File: src/rtl/lcd_pkg.sv
// Shared definitions for the HD44780 bus-timing engine: FSM state type,
// common command bytes and default 50 MHz timing.
package lcd_pkg;

  typedef enum logic [2:0] {
    IDLE  = 3'd0,
    SETUP = 3'd1,
    PULSE = 3'd2,
    HOLD  = 3'd3,
    WAIT  = 3'd4
  } lcd_state_t;

  // HD44780 command bytes used by the content sequencer
  localparam logic [7:0] LCD_CLEAR     = 8'h01;
  localparam logic [7:0] LCD_HOME      = 8'h02;
  localparam logic [7:0] LCD_FUNC_8B2L = 8'h38;
  localparam logic [7:0] LCD_DISP_ON   = 8'h0C;
  localparam logic [7:0] LCD_ENTRY_INC = 8'h06;
  localparam logic [7:0] LCD_LINE1     = 8'h80;
  localparam logic [7:0] LCD_LINE2     = 8'hC0;

  // Default timing in clock cycles at 50 MHz
  localparam int DEF_SETUP_CYC    = 4;      // >= 40 ns
  localparam int DEF_EN_HIGH_CYC  = 25;     // >= 450 ns
  localparam int DEF_HOLD_CYC     = 2;
  localparam int DEF_CMD_WAIT_CYC = 2000;   // 40 us
  localparam int DEF_CLR_WAIT_CYC = 82000;  // 1.64 ms

  // Clear and return-home need the long execution wait; 0x03 decodes as home.
  function automatic logic is_long_cmd(input logic rs, input logic [7:0] data);
    return (!rs) && ((data == 8'h01) || (data == 8'h02) || (data == 8'h03));
  endfunction

  function automatic int max_of(input int a, input int b);
    return (a > b) ? a : b;
  endfunction

endpackage

File: src/rtl/lcd_bus_ctrl.sv
// HD44780 bus-timing engine. Accepts one command/data byte per handshake and
// generates RS/DATA setup, EN pulse, hold and the execution wait, then pulses
// oDONE on the cycle it returns to idle.
//
// state | meaning
// IDLE  | oREADY=1, RS/DATA hold last byte, waiting for iSTART
// SETUP | RS/DATA driven, EN low, SETUP_CYC cycles
// PULSE | EN high, EN_HIGH_CYC cycles
// HOLD  | EN low, RS/DATA held, HOLD_CYC cycles
// WAIT  | LCD executing; CMD_WAIT_CYC or CLR_WAIT_CYC cycles
module lcd_bus_ctrl
  import lcd_pkg::*;
#(
  parameter int SETUP_CYC    = DEF_SETUP_CYC,
  parameter int EN_HIGH_CYC  = DEF_EN_HIGH_CYC,
  parameter int HOLD_CYC     = DEF_HOLD_CYC,
  parameter int CMD_WAIT_CYC = DEF_CMD_WAIT_CYC,
  parameter int CLR_WAIT_CYC = DEF_CLR_WAIT_CYC
) (
  input  logic       iCLK,
  input  logic       iRST,
  input  logic [7:0] iDATA,
  input  logic       iRS,
  input  logic       iSTART,
  output logic       oREADY,
  output logic       oDONE,
  output logic [7:0] LCD_DATA,
  output logic       LCD_RS,
  output logic       LCD_RW,
  output logic       LCD_EN
);

  localparam int MAX_CYC = max_of(max_of(max_of(SETUP_CYC, EN_HIGH_CYC),
                                         max_of(HOLD_CYC, CMD_WAIT_CYC)),
                                  CLR_WAIT_CYC);
  localparam int CW      = $clog2(MAX_CYC) + 1;

  // The counter is loaded with N-1 so a phase lasts exactly N cycles,
  // leaving on the cycle the counter reads zero.
  localparam logic [CW-1:0] LD_SETUP = CW'(SETUP_CYC - 1);
  localparam logic [CW-1:0] LD_PULSE = CW'(EN_HIGH_CYC - 1);
  localparam logic [CW-1:0] LD_HOLD  = CW'(HOLD_CYC - 1);
  localparam logic [CW-1:0] LD_CMD   = CW'(CMD_WAIT_CYC - 1);
  localparam logic [CW-1:0] LD_CLR   = CW'(CLR_WAIT_CYC - 1);
  localparam logic [CW-1:0] CNT_ONE  = CW'(1);

  if ((SETUP_CYC < 1) || (EN_HIGH_CYC < 1) || (HOLD_CYC < 1) ||
      (CMD_WAIT_CYC < 1) || (CLR_WAIT_CYC < 1)) begin : g_param_check
    $error("lcd_bus_ctrl: every timing parameter must be >= 1");
  end

  lcd_state_t    r_state;
  lcd_state_t    w_state_nxt;
  logic [CW-1:0] r_cnt;
  logic [CW-1:0] w_cnt_nxt;
  logic          r_ready;
  logic          r_done;
  logic          r_en;
  logic          r_rs;
  logic [7:0]    r_data;

  logic          w_ready_nxt;
  logic          w_done_nxt;
  logic          w_en_nxt;
  logic          w_rs_nxt;
  logic [7:0]    w_data_nxt;
  logic          w_cnt_zero;
  logic          w_accept;
  logic [CW-1:0] w_ld_wait;

  assign w_cnt_zero = (r_cnt == '0);
  assign w_accept   = (r_state == IDLE) && iSTART;
  // Wait length follows the byte already latched on the bus, not the live inputs
  assign w_ld_wait  = is_long_cmd(r_rs, r_data) ? LD_CLR : LD_CMD;

  // State register plus registered outputs; reset also abandons a transfer mid-pulse
  always_ff @(posedge iCLK) begin
    if (iRST) begin
      r_state <= IDLE;
      r_cnt   <= '0;
      r_ready <= 1'b1;
      r_done  <= 1'b0;
      r_en    <= 1'b0;
      r_rs    <= 1'b0;
      r_data  <= 8'h00;
    end else begin
      r_state <= w_state_nxt;
      r_cnt   <= w_cnt_nxt;
      r_ready <= w_ready_nxt;
      r_done  <= w_done_nxt;
      r_en    <= w_en_nxt;
      r_rs    <= w_rs_nxt;
      r_data  <= w_data_nxt;
    end
  end

  // Next state and down-counter: count to zero, then reload for the next phase
  always_comb begin
    w_state_nxt = r_state;
    w_cnt_nxt   = w_cnt_zero ? r_cnt : (r_cnt - CNT_ONE);
    case (r_state)
      IDLE: begin
        if (iSTART) begin
          w_state_nxt = SETUP;
          w_cnt_nxt   = LD_SETUP;
        end
      end
      SETUP: begin
        if (w_cnt_zero) begin
          w_state_nxt = PULSE;
          w_cnt_nxt   = LD_PULSE;
        end
      end
      PULSE: begin
        if (w_cnt_zero) begin
          w_state_nxt = HOLD;
          w_cnt_nxt   = LD_HOLD;
        end
      end
      HOLD: begin
        if (w_cnt_zero) begin
          w_state_nxt = WAIT;
          w_cnt_nxt   = w_ld_wait;
        end
      end
      WAIT: begin
        if (w_cnt_zero) begin
          w_state_nxt = IDLE;
          w_cnt_nxt   = '0;
        end
      end
      default: begin
        w_state_nxt = IDLE;
        w_cnt_nxt   = '0;
      end
    endcase
  end

  // Output decode from the next state so every output leaves a flop
  always_comb begin
    w_ready_nxt = (w_state_nxt == IDLE);
    w_en_nxt    = (w_state_nxt == PULSE);
    w_done_nxt  = (r_state == WAIT) && w_cnt_zero;
    w_rs_nxt    = r_rs;
    w_data_nxt  = r_data;
    if (w_accept) begin
      w_rs_nxt   = iRS;
      w_data_nxt = iDATA;
    end
  end

  assign oREADY   = r_ready;
  assign oDONE    = r_done;
  assign LCD_EN   = r_en;
  assign LCD_RS   = r_rs;
  assign LCD_DATA = r_data;
  assign LCD_RW   = 1'b0;

endmodule

File: config.mk
export PLATFORM = sky130hd
export DESIGN_NAME = lcd_bus_ctrl
export DESIGN_NICKNAME = d
export VERILOG_FILES = /design/src/rtl/lcd_pkg.sv /design/src/rtl/lcd_bus_ctrl.sv
export SDC_FILE = /design/constraint.sdc
export NUM_CORES = 1
export LEC_CHECK = 0
export ABC_AREA = 1
export CAP_MARGIN = 20
export CORE_MARGIN = 5
export CORE_UTILIZATION = 50
export CTS_CLUSTER_SIZE = 12
export DETAILED_ROUTE_END_ITERATION = 6
export PLACE_DENSITY = 0.75
export SLEW_MARGIN = 20
export SYNTH_ARGS = -nofsm -noshare
export SYNTH_HDL_FRONTEND = slang
export SYNTH_SLANG_ARGS = --single-unit
File: constraint.sdc
create_clock -name iCLK -period 2.35 [get_ports iCLK]
set_input_delay 0.3525 -clock iCLK [delete_from_list [all_inputs] [get_ports iCLK]]
set_output_delay 0.3525 -clock iCLK [all_outputs]
set_load 0.05 [all_outputs]
# After elaboration in Yosys (flattened, before gate mapping)
# Cells that the tools add are included.
[word_totals]
regBits = 33
input_bits = 12
out_inout_bits = 13
wordCells = 39
[classes]
add_sub_neg = 1
n_eq_ne = 8
mux = 14
reduce_logical = 9
[op_table]
columns = ["op", "count"]
rows = [
  ["2-to-1 mux 18 bit", 6],
  ["one-hot mux 18 bit (5 select lines)", 1],
  ["zero test 18 bit", 1],
  ["subtractor 18 x 1 -> 18 bit (second input constant)", 1],
  ["2-to-1 mux 17 bit", 1],
  ["equality test 8 x 2 -> 1 bit (second input constant)", 2],
  ["2-to-1 mux 3 bit", 5],
  ["one-hot mux 3 bit (5 select lines)", 1],
  ["equality test 3 x 2 -> 1 bit (second input constant)", 3],
  ["equality test 8 x 1 -> 1 bit (second input constant)", 1],
  ["zero test 3 bit", 2],
  ["equality test 3 x 1 -> 1 bit (second input constant)", 1],
  ["equality test 3 bit (second input constant)", 1],
  ["logical AND 1 bit", 3],
  ["logical OR 1 bit", 2],
  ["zero test 1 bit", 1],
]

# Logic depth before layout (Yosys ltp)
[depth]
ltp_word = 7
ltp_mapped = 10
ltp_nobuf = 10

# Worst setup path before layout
# Ideal clock, no wire load.
[synth_timing]
path_kind = "flip-flop to flip-flop"
start = "reg r_cnt[0]"
end = "reg r_cnt[0]"
setup_ns = 0.128
arrival_time_ns = 1.573
t_required_ns = 2.222
slack_ns = 0.649
stages_incl_launch_ff = 11
n_path_buf = 1
period_less_slack_ns = 1.701
path_cell_list = "dfxtp_1 > inv_1 > ha_1 > nand3_1 > nor2_4 > nand2_4 > buf_6 > ha_1 > a21oi_1 > a211oi_1 > nor2_1"
[synth_between]
elab_chain_cells = 4
word_cells_on_any_way = 9
cone_classes = "add/sub: 1; mux: 7; reduce/logical: 1"
[synth_lines]
columns = ["element", "line", "rtl"]
rows = [
  ["start: declaration", "lcd_bus_ctrl.sv:54", "logic [CW-1:0] r_cnt;"],
  ["start signal: assignment", "lcd_bus_ctrl.sv:88", "r_cnt <= w_cnt_nxt;"],
  ["subtractor 18 x 1 -> 18 bit / zero test 18 bit (equally long branches)", "lcd_bus_ctrl.sv:100, lcd_bus_ctrl.sv:71", ""],
  ["2-to-1 mux 18 bit", "lcd_bus_ctrl.sv:100", "w_cnt_nxt = w_cnt_zero ? r_cnt : (r_cnt - CNT_ONE);"],
  ["2-to-1 mux 18 bit, on equally long branches", "n/a", ""],
  ["one-hot mux 18 bit (5 select lines) *", "lcd_bus_ctrl.sv:101", "case (r_state)"],
]
# Mark *: on every way between the ends. The rest lies on a longest branch, timed or not.
# A chain may end at the register's enable or synchronous reset.

# Worst setup path after layout
[layout_timing]
start = "reg r_data[1], in the netlist LCD_DATA[1]"
end = "out LCD_DATA[1]"
[layout_lines]
columns = ["element", "line", "rtl"]
rows = [
  ["start: declaration", "lcd_bus_ctrl.sv:60", "logic [7:0] r_data;"],
  ["start signal: assignment", "lcd_bus_ctrl.sv:93", "r_data <= w_data_nxt;"],
  ["end: declaration", "lcd_bus_ctrl.sv:27", "output logic [7:0] LCD_DATA,"],
]
# No word-level cell between the ends.

==> summary.txt <==
STA
  • Worst slew pin tran: 0.501 ns
  • Max frequency: 553 MHz
  • Final min period: 1.81 ns
  • Skew final: 0.00639 ns
  • Final setup viols: 0
  • Period utilization: 77.0%
  • RSZ-0062 raised after global routing: false
  • Rel. slew slack: 66.5%
  • Final Hold Fails: 0
  • Fin Setup TNS: 0 ns
  • Max Transition Viols Final: 0

Worst setup path
  • Bufs and invs on worst path: 1
  • RR Startpoint: r_cnt[0]
  • Critical path's slowest cell: clkdlybuf4s50_1
  • Worst Setup End Kind: primary output
  • Crit path launch: LCD_DATA[1]
  • Crit start category: register
  • WP data required: 2.00 ns
  • CP top delay family: buffers and inverters
  • CP max stage delay: 0.82 ns
  • WP data arrival: 1.46 ns
  • Critical-path cell list: clkdlybuf4s50_1
  • CP Max Fanout: 3
  • CP Class: reg -> out

Die
  • Die extent in x: 70.9 µm
  • Initial Util: 51.0%
  • Core ar.: 3630 µm²
  • Die Ht: 70.9 µm
  • Row cnt: 22
  • I/O pin total: 25
  • Die area: 5030 µm²

CTS
  • # H-tree levels: 2
  • Post-CTS Setup Inserts: 0
  • CTS Root Cell: clkbuf_8
  • Sink Count: 33
  • Num CTS Buffers: 5
  • Reg clk slew, reported paths: 0.06 ns
  • Worst-Skew Late Latency: 0.29 ns
  • Post_cts resized: 0
  • CTS max path bufs: 2
  • CTS tree: built
  • Hold buffer count at CTS: 0

Yosys
  • Post-synth cell types: 32
  • Mapped Nets: 288
  • Top post-synthesis cells by count: nand2_1 (57), nor2_1 (45), dfxtp_1 (33)
  • Yosys top cell area share: 35.6%
  • Ys flop type: dfxtp_1
  • Flops & latches, synth: 33
  • Synth top area cells: dfxtp_1 (36%), nand2_1 (12%), nor2_1 (9.1%)
  • Register area share after synthesis: 35.6%
  • Synthesized area per cell: 6.82 µm²
  • Synth Instances: 272
  • Synth area leader: dfxtp_1
  • Post-Syn Area: 1850 µm²
  • Count leader, synth: nand2_1
  • Post-synth EDFFs: 0
  • YS warnings: 0
  • Ys async rst share: 0%

Min path
  • HP Class: reg -> reg
  • Hold path start: LCD_DATA[2]

Finish
  • Ant. Diodes: 0
  • Area of the multi-input gates: 1030 µm²
  • Finished Core Util: 60.7%
  • Area Overhead vs Synth: 18.9%
  • Fillcell total: 362
  • # nets final: 315
  • Share of cells above drive strength 1: 11.3%
  • FF/Latch Area: 661 µm²

GRT
  • Largest net degree at the start of global routing: 19
  • Global-route wire length before repair: 6930 µm
  • GRT Util Overall: 17.1%
  • Antenna violations before repair: 0
  • GR Overflow Total: 0
  • GR peak layer: met2
  • Vias in the first global route: 1,560
  • GR Util met1: 24.2%
  • Met2 usage: 25.0%
  • Global routing met3 resource utilization: 4.26%

Detailed routing
  • Vias per cell: 5.06
  • Detailed-route via count: 1,760
  • First-pass detailed-route iteration total: 4
  • Final antenna-violating net count: 0
  • Total detailed-routing wirelength: 4090 µm
  • Detailed Route Iter0 Violations: 102
  • WL/cell: 11.8 µm
  • Post-route DRC: 0

Placed design
  • DP HPWL: 3250 µm
  • Final RePlAce weighted congestion: 0.901
  • PortBufs: 23

Run
  • Max-cap violations: 0

Outcome
  • Status: complete, no violations
## path summary, 6_finish.rpt
path                                     to  depth (start not counted)  slack (ns)
worst max-delay path            LCD_DATA[1]                          1        0.54
worst min-delay path            LCD_DATA[2]                          2        0.48
worst max register to register     r_cnt[0]                          9        0.56
worst min register to register  LCD_DATA[2]                          2        0.48
## metrics by stage
step,instances,worst slack (ns),area (µm²),hold slack (ns)
2_1_floorplan,272,0.649,1850,0.431
3_3_place_gp,340,0.655,2120,0.465
3_5_place_dp,340,0.588,2120,0.472
4_1_cts,348,0.527,2200,0.482
5_1_grt,348,0.402,2200,0.504
6_report,348,0.540,2200,0.477
## worst register-to-register path, stage by stage, from the launching register on
cell      delay [ns]
dfxtp_1         0.31
inv_1           0.11
ha_1            0.20
nand3_1         0.13
nor2_4          0.16
nand2_4         0.15
ha_1            0.32
a21oi_1         0.06
a211oi_1        0.18
nor2_1          0.06
## cells in the final DEF (no fill, tap or decap), drive strengths merged
cell type,synthesis,final
and2,1,1
nand3,30,30
buf,4,2
or2,1,1
nor3,3,3
xor2,5,5
xnor2,1,1
nand3b,3,3
inv,33,33
a21oi,11,11
nand2,61,61
conb,1,1
nor2,57,57
dfxtp,33,33
o211ai,2,2
ha,4,4
nand4,5,5
clkdlybuf4s50,0,23
o21ai,10,10
a211oi,6,6
clkbuf,1,8
## flip-flops by register name, indices dropped and copies added, names as in the netlist
register	count
LCD_RS	1
oDONE	1
oREADY	1
LCD_EN	1
r_state	3
r_cnt	18
LCD_DATA	8
## cells by family after synthesis
logic type / share of synthesized area (%)
other: 0.202
DFF: 35.6
adders and majority gates: 2.70
AOI/OAI and AO/OA: 9.31
xor gates and xnor gates: 2.83
buffers and inverters: 8.57
and+or+nand+nor: 40.8
## metal layers
metal / vias to the layer above / routed length, µm / share of wire (%)
li1: 926 / - / -
met1: 792 / 2060 / 50
met2: 35 / 1770 / 43
met3: 7 / 193 / 4.7
met4: 0 / 69 / 1.7
met5: - / 0 / 0
## layout make-up
type,instances,share of cell area (%)
multi-input combinational,201,46.9
clock buffer,8,3.63
sequential,33,30.0
tap,48,2.72
inverter,33,5.62
timing repair buffer,25,11.1
Power is left out: the tool's default activity adds up to more than one toggle a clock period on the data nets, which glitch-free logic cannot reach.
